$ cat config.mk
export PLATFORM = sky130hd
export DESIGN_NAME = spi_cmd_ctrl
export DESIGN_NICKNAME = d
export VERILOG_FILES = /design/src/rtl/spi_cmd_ctrl.sv
export SDC_FILE = /design/constraint.sdc
export NUM_CORES = 1
export LEC_CHECK = 0
export CORE_UTILIZATION = 25
export DETAILED_ROUTE_END_ITERATION = 8
export PLACE_DENSITY = 0.46
export SKIP_LAST_GASP = 1
export SLEW_MARGIN = 10
export SYNTH_ARGS = -nofsm -noshare
export SYNTH_HDL_FRONTEND = slang
export SYNTH_SLANG_ARGS = --single-unit
$ cat constraint.sdc
create_clock -name clk_sb -period 2.25 [get_ports clk_sb]
set_input_delay 0.3375 -clock clk_sb [delete_from_list [all_inputs] [get_ports clk_sb]]
set_output_delay 0.3375 -clock clk_sb [all_outputs]
set_load 0.05 [all_outputs]
$ cat src/rtl/spi_cmd_ctrl.sv
// SPI command sequencer: parses chip-select frames into pixel, register, status and swap
// commands, drives the frame-buffer and register ports, and queues a one-byte MISO reply.
module spi_cmd_ctrl #(
  parameter int ADDR_W   = 11,
  parameter int FB_DEPTH = 2048,
  parameter int REG_AW   = 4
) (
  input  logic              clk_sb,
  input  logic              reset_n,
  input  logic              cs_n,
  input  logic              rx_valid,
  input  logic [7:0]        rx_data,
  input  logic              tx_busy,
  output logic              tx_req,
  output logic [7:0]        tx_data,
  output logic              fb_we,
  output logic [ADDR_W-1:0] fb_addr,
  output logic [7:0]        fb_wdata,
  output logic              reg_we,
  output logic [REG_AW-1:0] reg_addr,
  output logic [7:0]        reg_wdata,
  input  logic [7:0]        reg_rdata,
  output logic              frame_swap,
  output logic              cmd_err
);

  // state    | meaning
  // IDLE     | waiting for a chip-select falling edge
  // CMD      | waiting for the command byte
  // PIX_AH   | waiting for pixel address high byte
  // PIX_AL   | waiting for pixel address low byte
  // PIX_DATA | streaming pixel bytes into the frame buffer
  // REG_A    | waiting for register address (write)
  // REG_D    | waiting for register data
  // RD_A     | waiting for register address (read)
  // DONE     | command complete; extra bytes are an error
  // DISCARD  | bad command or address; ignore rest of frame
  typedef enum logic [3:0] {
    S_IDLE, S_CMD, S_PIX_AH, S_PIX_AL, S_PIX_DATA,
    S_REG_A, S_REG_D, S_RD_A, S_DONE, S_DISCARD
  } state_t;

  state_t            state_q, state_d;
  logic              cs_q;
  logic [7:0]        addr_hi_q, addr_hi_d;
  logic [ADDR_W-1:0] pix_addr_q, pix_addr_d;
  logic [7:0]        resp_q, resp_d;
  logic              resp_pend_q, resp_pend_d;
  logic              swap_pend_q, swap_pend_d;
  logic              rd_cap_q, rd_cap_d;
  logic              tx_req_q, tx_req_d;
  logic [7:0]        tx_data_q, tx_data_d;
  logic              fb_we_q, fb_we_d;
  logic [ADDR_W-1:0] fb_addr_q, fb_addr_d;
  logic [7:0]        fb_wdata_q, fb_wdata_d;
  logic              reg_we_q, reg_we_d;
  logic [REG_AW-1:0] reg_addr_q, reg_addr_d;
  logic [7:0]        reg_wdata_q, reg_wdata_d;
  logic              frame_swap_q, frame_swap_d;
  logic              cmd_err_q, cmd_err_d;
  logic              err_set, err_clr, cs_rise;
  logic [15:0]       full_addr;

  always_comb begin
    state_d      = state_q;
    addr_hi_d    = addr_hi_q;
    pix_addr_d   = pix_addr_q;
    resp_d       = resp_q;
    resp_pend_d  = resp_pend_q;
    swap_pend_d  = swap_pend_q;
    rd_cap_d     = 1'b0;
    tx_req_d     = 1'b0;
    tx_data_d    = tx_data_q;
    fb_we_d      = 1'b0;
    fb_addr_d    = fb_addr_q;
    fb_wdata_d   = fb_wdata_q;
    reg_we_d     = 1'b0;
    reg_addr_d   = reg_addr_q;
    reg_wdata_d  = reg_wdata_q;
    frame_swap_d = 1'b0;
    err_set      = 1'b0;
    err_clr      = 1'b0;
    cs_rise      = !cs_q && cs_n;
    full_addr    = {addr_hi_q, rx_data};

    // reg_rdata is valid the cycle after reg_addr was latched by a read
    if (rd_cap_q) begin
      resp_d      = reg_rdata;
      resp_pend_d = 1'b1;
    end

    if (cs_rise) begin
      if (resp_pend_d) begin
        if (tx_busy) begin
          err_set = 1'b1;
        end else begin
          tx_req_d  = 1'b1;
          tx_data_d = resp_d;
        end
        resp_pend_d = 1'b0;
      end
      frame_swap_d = swap_pend_q;
      swap_pend_d  = 1'b0;
    end

    if (cs_n) begin
      state_d = S_IDLE;
    end else begin
      case (state_q)
        S_IDLE: if (cs_q) state_d = S_CMD;
        S_CMD: if (rx_valid) begin
          case (rx_data)
            8'h01: state_d = S_PIX_AH;
            8'h02: state_d = S_REG_A;
            8'h03: state_d = S_RD_A;
            8'h04: begin
              resp_d      = {cmd_err_q, tx_busy, 6'b0};
              resp_pend_d = 1'b1;
              err_clr     = 1'b1;
              state_d     = S_DONE;
            end
            8'h05: begin
              swap_pend_d = 1'b1;
              state_d     = S_DONE;
            end
            default: begin
              err_set = 1'b1;
              state_d = S_DISCARD;
            end
          endcase
        end
        S_PIX_AH: if (rx_valid) begin
          addr_hi_d = rx_data;
          state_d   = S_PIX_AL;
        end
        S_PIX_AL: if (rx_valid) begin
          if (int'(full_addr) >= FB_DEPTH) begin
            err_set = 1'b1;
            state_d = S_DISCARD;
          end else begin
            pix_addr_d = full_addr[ADDR_W-1:0];
            state_d    = S_PIX_DATA;
          end
        end
        S_PIX_DATA: if (rx_valid) begin
          fb_we_d    = 1'b1;
          fb_addr_d  = pix_addr_q;
          fb_wdata_d = rx_data;
          pix_addr_d = (pix_addr_q == ADDR_W'(FB_DEPTH - 1)) ? '0 : pix_addr_q + 1'b1;
        end
        S_REG_A: if (rx_valid) begin
          reg_addr_d = rx_data[REG_AW-1:0];
          state_d    = S_REG_D;
        end
        S_REG_D: if (rx_valid) begin
          reg_we_d    = 1'b1;
          reg_wdata_d = rx_data;
          state_d     = S_DONE;
        end
        S_RD_A: if (rx_valid) begin
          reg_addr_d = rx_data[REG_AW-1:0];
          rd_cap_d   = 1'b1;
          state_d    = S_DONE;
        end
        S_DONE: if (rx_valid) err_set = 1'b1;
        default: ;
      endcase
    end

    // a new error outranks the status-read clear
    cmd_err_d = err_set | (cmd_err_q & ~err_clr);
  end

  always_ff @(posedge clk_sb or negedge reset_n) begin
    if (!reset_n) begin
      state_q      <= S_IDLE;
      cs_q         <= 1'b1;
      addr_hi_q    <= '0;
      pix_addr_q   <= '0;
      resp_q       <= '0;
      resp_pend_q  <= 1'b0;
      swap_pend_q  <= 1'b0;
      rd_cap_q     <= 1'b0;
      tx_req_q     <= 1'b0;
      tx_data_q    <= '0;
      fb_we_q      <= 1'b0;
      fb_addr_q    <= '0;
      fb_wdata_q   <= '0;
      reg_we_q     <= 1'b0;
      reg_addr_q   <= '0;
      reg_wdata_q  <= '0;
      frame_swap_q <= 1'b0;
      cmd_err_q    <= 1'b0;
    end else begin
      state_q      <= state_d;
      cs_q         <= cs_n;
      addr_hi_q    <= addr_hi_d;
      pix_addr_q   <= pix_addr_d;
      resp_q       <= resp_d;
      resp_pend_q  <= resp_pend_d;
      swap_pend_q  <= swap_pend_d;
      rd_cap_q     <= rd_cap_d;
      tx_req_q     <= tx_req_d;
      tx_data_q    <= tx_data_d;
      fb_we_q      <= fb_we_d;
      fb_addr_q    <= fb_addr_d;
      fb_wdata_q   <= fb_wdata_d;
      reg_we_q     <= reg_we_d;
      reg_addr_q   <= reg_addr_d;
      reg_wdata_q  <= reg_wdata_d;
      frame_swap_q <= frame_swap_d;
      cmd_err_q    <= cmd_err_d;
    end
  end

  assign tx_req     = tx_req_q;
  assign tx_data    = tx_data_q;
  assign fb_we      = fb_we_q;
  assign fb_addr    = fb_addr_q;
  assign fb_wdata   = fb_wdata_q;
  assign reg_we     = reg_we_q;
  assign reg_addr   = reg_addr_q;
  assign reg_wdata  = reg_wdata_q;
  assign frame_swap = frame_swap_q;
  assign cmd_err    = cmd_err_q;

endmodule
==> results of run 1 <==
cells by family (layout without fill, tap and decap cells):
family                     after synthesis  in the layout  share of synthesized area (%)
buffers and inverters                   29            127                          3.434
DFF                                     79             79                          55.96
and+or+nand+nor                         88             88                          13.24
muxes                                   48             48                          15.08
AOI/OAI and AO/OA                       62             62                          11.93
adders and majority gates                1              1                         0.3539
final timing paths:
path | cells after the start | from | to
worst max-delay path | 4 | state_q[3] | pix_addr_q[5]
worst min-delay path | 2 | tx_data[1] | tx_data[1]
worst max register to register | 4 | state_q[3] | pix_addr_q[5]
worst min register to register | 2 | tx_data[1] | tx_data[1]
max in group asynchronous | 3 | reset_n | fb_addr[10]
min in group asynchronous | 2 | reset_n | tx_data[3]
metrics by stage:
stage          cell area, um2  setup WS [ps]  power (mW)  hold slack (ps)  util (%)
2_1_floorplan            3535          316.2       1.622            41.91         -
3_3_place_gp             4597         -9.891       1.777            318.9     33.25
3_5_place_dp             4597         -55.87       1.779            321.5     33.25
4_1_cts                  4907          289.3       3.264            482.8     35.49
5_1_grt                  4907          155.5       3.354            505.4     35.49
6_report                 4907          266.6       3.220            477.4     35.49
Yosys cell counts (2+ instances only):
cell        n  area (um2)
a211o_1     2       17.52
a21o_1      3       22.52
a21oi_1    11       55.05
a22o_1      3       26.28
a22oi_1     5       37.54
a2bb2oi_1   2       17.52
a31oi_1     3       18.77
a32oi_1     3       26.28
a41oi_1     2       17.52
and2_1      3       18.77
and3_1      4       25.02
and4_1      2       17.52
buf_2       4       20.02
clkbuf_1   14       52.55
dfrtp_1    78        1952
inv_1      10       37.54
mux2_2     42       473.0
mux2i_1     6       60.06
nand2_1    23       86.33
nand2b_1    2       12.51
nand3_1     9       45.04
nand4_1     5       31.28
nor2_1     20       75.07
nor2b_1     2       12.51
nor3_1      2       10.01
nor3b_1     2       15.01
nor4_1      2       12.51
o21ai_0    15       75.07
o22ai_1     2       12.51
or3_1       3       18.77
or4_1       2       15.01
worst reg2reg max path, cell delays in order (launching register included):
cell and delay (ps):
dfrtp_1 400, or4b_1 670, or4_1 550, a22oi_1 190, a211o_1 120
flip-flops by register name, indices dropped and copies added (netlist names), 4 cells and up:
register and cells:
reg_addr 4, fb_addr 11, reg_wdata 8, fb_wdata 8, pix_addr_q 11, addr_hi_q 8
state_q 4, tx_data 8, resp_q 8
power breakdown:
part / internal [mW] / switching, mW / leakage, nW
Sequential: 1.45 / 0.0284 / 1.08
Combinational: 0.116 / 0.154 / 1.06
Clock: 0.888 / 0.582 / 0.138
routing by layer:
metal / global-route usage [%] / vias to the layer above
met5: 0 / -
met4: 4.167 / 0
met3: 5.216 / 13
met2: 20.14 / 77
met1: 18.92 / 1337
li1: - / 1304
cell type report:
type	instances	area (um2)
Clock inverter	5	57.56
Timing Repair Buffer	101	930.9
Inverter	10	37.54
Multi-Input combinational cell	199	1435
Fill cell	1355	8920
Clock buffer	11	242.7
Tap cell	180	225.2
Sequential cell	79	1978
==> results.json, run 1 <==
{
  "status": "complete, no violations",
  "layout_commonest_cell": "dfrtp_1",
  "ys_warn_count": 0,
  "crit_family": "simple AND/OR/NAND/NOR gates",
  "drv_cap": 0,
  "tns_ps": 0,
  "skew_ps": 6.730,
  "path_clk_slew_ps": 60,
  "die_w_um": 120.9,
  "htree_num_levels": 3,
  "synth_cell_type_count": 52,
  "ff2ff_setup_slack_ps": 270,
  "grt_max_degree": 47,
  "path_class": "flip-flop to flip-flop",
  "die_h_um": 120.9,
  "cts_setup_buffers": 0,
  "core_area_um2": 13830,
  "yosysSeqAreaShare_pct": 55.96,
  "async_flop_share_pct": 100.0,
  "syn_area_um2": 3535,
  "worstMarginPinSlew_ps": 531.2,
  "fin_crit_sh_pct": 88.15,
  "cp_max_fo": 5,
  "rsz0062_at_grt": "no",
  "ys.flop_type": "dfrtp_1",
  "die_area_um2": 14620,
  "wl_per_cell_um": 15.59,
  "m1WireLength_um": 4509,
  "area_growth_syn_to_layout_pct": 38.83,
  "insertion_delay_ps": 340,
  "drc": 0,
  "peakVddDrop_uv": 341.4,
  "cts_sinks": 79,
  "drive_above_1_share_pct": 24.44,
  "worst_setup_path_end_kind": "flip-flop",
  "startpoint_type": "flip-flop",
  "io_pins": 65,
  "met2_length_um": 3944,
  "dr.pass1.iters": 4,
  "final_cells": 585,
  "p_per_area_nw_per_um2": 656.2,
  "wl_um": 9123,
  "avgSynthCellArea_um2": 11.51,
  "track_usage_pct": 13.84,
  "vias_per_cell": 4.668,
  "grt_pass1_vias": 2840,
  "hold_violations": 0,
  "crit_arrival_ps": 2270,
  "place.gp.congestion": 0.8606,
  "root_buffer": "clkbuf_16",
  "synth_edf_count": 0,
  "highest_layer": "met4",
  "slew_headroom_pct": 64.48,
  "hold_buffers": 1,
  "vias": 2731,
  "wl_met3_um": 516,
  "dp_cells": 568,
  "antennaDiodeCount": 0,
  "io_buffers": 64,
  "cts_tree": "built",
  "cp_data_required_time_ps": 2530,
  "leakagePower_nw": 2.280,
  "cp_num_buf_inv": 0,
  "grt_pass1_wl_um": 15130,
  "cts_resized": 0,
  "ant_nets": 0,
  "rows": 43,
  "min_period_ps": 1983,
  "syn-instance-count": 307,
  "start_util_pct": 25.56,
  "cp_slowest_stage_delay_ps": 670,
  "setup_violations": 0,
  "final_cell_mix": "dfrtp_1 (78), clkdlybuf4s50_1 (63), mux2_2 (42)",
  "grt_overflow": 0,
  "synth_seq_cells": 79,
  "min_path_type": "flip-flop to flip-flop",
  "max_freq_mhz": 504.2,
  "nets": 422,
  "crit_chain": "or4b_1, or4_1, a22oi_1, a211o_1",
  "hpwl_um": 6454,
  "slowest_stage": "or4b_1",
  "cts_made_buffers": 9,
  "drt_iter0_drc": 166,
  "clock_path_buffers": 2,
  "slew_violations": 0,
  "syn-num-nets": 329,
  "antenna_found_initial": 0
}
Power figures use the tool's default switching activity.
==> inputs of run 2 (changes only) <==
==> constraint.sdc (replaced) <==
create_clock -name clk_sb -period 2.25 [get_ports clk_sb]
set_input_delay 0.3375 -clock clk_sb [delete_from_list [all_inputs] [get_ports clk_sb]]
set_output_delay 0.3375 -clock clk_sb [all_outputs]
set_load 0.005 [all_outputs]
==> results of run 2 <==
The final DEF is identical to that of run 1. Status: complete, no violations.
Among the figures that moved: total power 3.220 mW -> 3.179 mW; worst IR drop on VDD 341.4 uV -> 340.5 uV
==> inputs of run 3 (changes only) <==
--- a/config.mk
+++ b/config.mk
@@ -7,6 +7,7 @@
 export LEC_CHECK = 0
 export CORE_UTILIZATION = 25
 export DETAILED_ROUTE_END_ITERATION = 8
+export HOLD_SLACK_MARGIN = 0.02
 export PLACE_DENSITY = 0.46
 export SKIP_LAST_GASP = 1
 export SLEW_MARGIN = 10
==> results of run 3 <==
The final DEF is identical to that of run 1. Status: complete, no violations.
Among the figures that moved: total power 3.220 mW -> 3.179 mW; worst IR drop on VDD 341.4 uV -> 340.5 uV
